**config.mk**
```make
export PLATFORM = sky130hd
export DESIGN_NAME = fetch_stage
export DESIGN_NICKNAME = d
export VERILOG_FILES = /design/src/rtl/fetch_stage.sv
export SDC_FILE = /design/constraint.sdc
export NUM_CORES = 1
export LEC_CHECK = 0
export ABC_CLOCK_PERIOD_IN_PS = 3300
export CAP_MARGIN = 20
export CORE_MARGIN = 2
export CORE_UTILIZATION = 30
export DETAILED_ROUTE_END_ITERATION = 8
export DONT_BUFFER_PORTS = 1
export PLACE_DENSITY = 0.49
export SYNTH_ARGS = -nofsm -noshare
export SYNTH_HDL_FRONTEND = slang
export SYNTH_SLANG_ARGS = --single-unit
export TNS_END_PERCENT = 20
```
**constraint.sdc**
```tcl
create_clock -name clk -period 3.3 [get_ports clk]
set_input_delay 0.99 -clock clk [delete_from_list [all_inputs] [get_ports clk]]
set_output_delay 0.99 -clock clk [all_outputs]
set_load 0.01 [all_outputs]
```
**src/rtl/fetch_stage.sv**
```systemverilog
// Instruction-fetch stage with IF/ID register and a stalling imem handshake.
// Optional FETCH_STALL_CNT_EN adds a saturating stallCnt output.
module fetch_stage #(
    parameter logic [15:0] RESET_PC  = 16'h0000,
    parameter logic [15:0] NOP_INSTR = 16'h0800
) (
    input  logic        clk,
    input  logic        rst,
    input  logic        hazStall,
    input  logic        doBranch,
    input  logic [15:0] branchPc,
    input  logic        haltIn,
    input  logic [15:0] imemData,
    input  logic        imemDone,
    input  logic        imemStall,
    output logic [15:0] imemAddr,
    output logic        imemRd,
    output logic [15:0] instrOut,
    output logic [15:0] nextPcOut,
    output logic        memStall,
    output logic        err
`ifdef FETCH_STALL_CNT_EN
    ,
    output logic [15:0] stallCnt
`endif
);

    typedef enum logic [2:0] {S_FETCH, S_WAIT, S_SKID, S_DRAIN, S_HALTED} state_t;

    state_t      state_q, state_d;
    logic [15:0] pc_q, pc_d;
    logic [15:0] instr_q, instr_d;
    logic [15:0] npc_q, npc_d;
    logic [15:0] skid_q, skid_d;
    logic        err_q, err_d;
    logic        deliver, squash, idle_load;
    logic [15:0] dlv_instr;

    always_comb begin
        state_d   = state_q;
        pc_d      = pc_q;
        instr_d   = instr_q;
        npc_d     = npc_q;
        skid_d    = skid_q;
        err_d     = err_q | (doBranch & branchPc[0]);
        deliver   = 1'b0;
        squash    = 1'b0;
        idle_load = 1'b0;
        dlv_instr = imemData;
        imemRd    = 1'b0;
        memStall  = 1'b0;

        case (state_q)
            S_FETCH: begin
                imemRd   = ~hazStall & ~haltIn & ~doBranch & ~imemStall;
                memStall = (imemRd & ~imemDone) | imemStall;
                if (doBranch) begin
                    pc_d   = branchPc;
                    squash = 1'b1;
                end else if (haltIn) begin
                    state_d   = S_HALTED;
                    idle_load = 1'b1;
                end else if (imemRd) begin
                    if (imemDone) deliver = 1'b1;
                    else begin
                        state_d = S_WAIT;
                        squash  = 1'b1;
                    end
                end else begin
                    idle_load = 1'b1;
                end
            end
            S_WAIT: begin
                memStall = 1'b1;
                // halt is deferred here; it is honoured on the next FETCH
                if (doBranch) begin
                    pc_d    = branchPc;
                    squash  = 1'b1;
                    state_d = imemDone ? S_FETCH : S_DRAIN;
                end else if (imemDone) begin
                    if (hazStall) begin
                        skid_d  = imemData;
                        state_d = S_SKID;
                    end else begin
                        deliver = 1'b1;
                        state_d = S_FETCH;
                    end
                end else begin
                    idle_load = 1'b1;
                end
            end
            S_SKID: begin
                if (doBranch) begin
                    pc_d    = branchPc;
                    squash  = 1'b1;
                    state_d = S_FETCH;
                end else if (!hazStall) begin
                    deliver   = 1'b1;
                    dlv_instr = skid_q;
                    state_d   = S_FETCH;
                end
            end
            S_DRAIN: begin
                memStall = 1'b1;
                if (doBranch) begin
                    pc_d   = branchPc;
                    squash = 1'b1;
                end else begin
                    idle_load = 1'b1;
                end
                if (imemDone) state_d = S_FETCH;
            end
            S_HALTED: begin
                if (doBranch) begin
                    pc_d    = branchPc;
                    squash  = 1'b1;
                    state_d = S_FETCH;
                end else begin
                    idle_load = 1'b1;
                end
            end
            default: state_d = S_FETCH;
        endcase

        if (deliver) begin
            instr_d = dlv_instr;
            npc_d   = pc_q + 16'd2;
            pc_d    = pc_q + 16'd2;
        end else if (squash || (idle_load && !hazStall)) begin
            instr_d = NOP_INSTR;
            npc_d   = 16'h0000;
        end
    end

    always_ff @(posedge clk or posedge rst) begin
        if (rst) begin
            state_q <= S_FETCH;
            pc_q    <= RESET_PC;
            instr_q <= NOP_INSTR;
            npc_q   <= 16'h0000;
            skid_q  <= 16'h0000;
            err_q   <= 1'b0;
        end else begin
            state_q <= state_d;
            pc_q    <= pc_d;
            instr_q <= instr_d;
            npc_q   <= npc_d;
            skid_q  <= skid_d;
            err_q   <= err_d;
        end
    end

    assign imemAddr  = pc_q;
    assign instrOut  = instr_q;
    assign nextPcOut = npc_q;
    assign err       = err_q;

`ifdef FETCH_STALL_CNT_EN
    logic [15:0] stall_cnt_q, stall_cnt_d;

    always_comb begin
        stall_cnt_d = stall_cnt_q;
        if (memStall && stall_cnt_q != 16'hFFFF) stall_cnt_d = stall_cnt_q + 16'd1;
    end

    always_ff @(posedge clk or posedge rst) begin
        if (rst) stall_cnt_q <= 16'h0000;
        else     stall_cnt_q <= stall_cnt_d;
    end

    assign stallCnt = stall_cnt_q;
`endif

endmodule

```
==> summary.md <==
| Metric | Value |
|---|---|
| Status | `completed` |
| Maximum fanout along the worst path | `6` |
| I/O Buffers | `0` |
| WL/cell | `roughly 19 µm` |
| # setup viols final | `0` |
| Final worst-path cycle share | `0.804` |
| Initial antenna violation count | `0` |
| FMAX | `0.377 GHz` |
| Via density | `5.32` |
| Slew of the pin with the lowest slew margin | `0.866 ns` |
| CTS H-tree lvls | `3` |
| Setup TNS | `0 ns` |
| WP data arrival | `1.66 ns` |
| FP Rows | `38` |
| CP required | `between 2 and 2.5 ns` |
| Ys flop type | `dfrtp_1` |
| GP Congestion | `around 0.75` |
| Place WS | `0.580 ns` |
| Dpl cells | `between 400 and 500` |
| Most frequent cells in the layout | `dfrtp_1 (67), nand2_1 (45), o21ai_0 (27)` |
| Antenna cell count | `0` |
| Die area | `12100 µm²` |
| Top Ports | `90` |
| Register area | `1700 µm²` |
| Cells after Synth | `326` |
| Largest net degree at the start of global routing | `44` |
| Hold Crit Depth | `2` |
| DIE HEIGHT | `110 µm` |
| Worst R2R Path Depth | `6` |
| Hold_buf cts | `0` |
| Layout Nets | `359` |
| Fin crit period | `2.65 ns` |
| Sequential area share after synthesis | `0.507` |
| Routed WL | `about 8700 µm` |
| Placeable Area | `10900 µm²` |
| Overall Global Routing Usage | `0.151` |
| Clk Latency, worst-skew pair | `0.36 ns` |
| Hold Violations, Final | `0` |
| Clk pin slew, worst setup/hold paths | `0.07 ns` |
| First-pass GRT wire length | `13600 µm` |
| CTS tree | `built` |
| RSZ-0062 raised after global routing | `no` |
| Layout cells sized above 1 | `0.167` |
| Mapped Nets | `366` |
| DR iter-0 viols | `186` |
| # DRC | `0` |
| Worst vdd ir | `approximately 0.27 mV` |
| DRT Pass-1 Iters | `4` |
| Number of synthesized flops with an enable pin | `0` |
| Max-slew violation count | `0` |
| Post-route clock skew | `0.0105 ns` |
| Yosys cell types | `between 40 and 50` |
| DP HPWL | `5840 µm` |
| Grt ovf | `0` |
| Power Density | `518 nW/µm²` |
| Vias in the first global route | `~2.5k` |
| Async set or reset register ratio after synthesis | `1.00` |
| Hold Path Class | `flip-flop to flip-flop` |
| Synthesized area | `3360 µm²` |
| Max_slew headroom | `0.423` |
| CTS buffer count | `9` |
| Crit end category | `output pin` |
| Vias | `2467` |
| Max-cap violation count | `0` |
| Post-Syn Area per Cell | `10.3 µm²` |
| Worst setup path class | `primary input to output pin` |
| Hold WS | `just over 0.5 ns` |
| Leak | `approximately 1.5 nW` |
| Post-synthesis register bit count | `approximately 70` |
| Syn. warnings | `0` |
| Post-route ant nets | `0` |
| Final Cell Area | `3670 µm²` |
| Initial Utilization | `0.308` |
| Total power | `1.90 mW` |
| Clock buffer depth | `2` |
| Placed Area | `3460 µm²` |
| Commonest non-fill, non-tap cell in the layout | `dfrtp_1` |
| CTS resizes | `0` |
| Fillers | `1116` |
| Final cell count without fillers | `about 460` |
| P&R area growth vs syn | `9.39%` |
| DIE WIDTH | `110 µm` |
| Root Buffer Master | `clkbuf_8` |
| Post-route setup slack | `0.647 ns` |
| # Post-CTS Setup Buffers | `0` |
| Worst Setup Start Kind | `primary input` |
| CTS sink cnt | `68` |
| Post-Route Utilization | `0.337` |
| Area occupied by multi-input gates | `1470 µm²` |
cell usage after synthesis (4+ instances only):
cell type / number / share of area
nor4_1: 4 / 0.0075
mux2_4: 8 / 0.036
xor2_1: 4 / 0.010
and3_1: 5 / 0.0093
a21oi_1: 11 / 0.016
a22oi_1: 15 / 0.034
nand2_1: 45 / 0.050
o22ai_1: 16 / 0.030
nand3_1: 5 / 0.0075
nor3_1: 5 / 0.0075
buf_2: 14 / 0.021
clkbuf_1: 4 / 0.0045
buf_4: 4 / 0.0089
mux2i_1: 5 / 0.015
dfrtp_1: 67 / 0.50
nor2_1: 19 / 0.021
o21ai_0: 27 / 0.040
mux2_2: 10 / 0.034
xnor2_1: 9 / 0.023
inv_1: 7 / 0.0078
o21a_1: 4 / 0.0089
final cells by class:
cell class / count / area share
clock inverters: 5 / 0.0164
well taps: 140 / 0.0477
inverters: 8 / 0.00818
repair buffers: 9 / 0.0218
flip-flops and latches: 68 / 0.464
multi-input cells: 223 / 0.401
clock buffers: 11 / 0.0412
cells by family after synthesis:
logic type | after synthesis | share of synthesized area
AND/OR/NAND/NOR | 99 | 0.154
AO/OA/AOI/OAI | 87 | 0.161
flip-flops | 68 | 0.507
buffers and inverters | 35 | 0.0559
multiplexers | 23 | 0.0842
XOR/XNOR | 13 | 0.0339
adder cells (fa/ha/maj) | 1 | 0.00373
routing by layer:
metal	part of all wire	global-route usage	wire, µm
met1	0.44	0.186	3800
met2	0.45	0.227	3900
met3	0.10	0.0699	863
met4	0.012	0.0597	100
met5	0	0	0
worst paths after layout:
kind / start / end / slack (ns)
setup / recovery: hazStall / imemRd / 0.65
setup reg to reg: state_q[2] / instrOut[11] / 1.01
max in group asynchronous: rst / instrOut[11] / 2.02
hold reg to reg: skid_q[11] / instrOut[11] / 0.51
hold / removal: skid_q[11] / instrOut[11] / 0.51
min in group asynchronous: rst / nextPcOut[14] / 0.57
critical path: stages:
cell     delay (ns)
nor2_1         0.17
nand2_1        0.10
nor4_1         0.40
registers in the layout (all words and copies together), names as in the netlist:
| name | flops |
|---|---|
| state_q | 3 |
| instrOut | 16 |
| imemAddr | 16 |
| nextPcOut | 16 |
| skid_q | 16 |
| err | 1 |
power breakdown:
group	total, mW	switching [mW]	internal (mW)
clock	0.742	0.350	0.391
sequential	0.974	0.0855	0.889
combinational	0.188	0.0990	0.0889
total	1.90	0.535	1.37
Note: power is estimated with default switching activity, not from simulation.
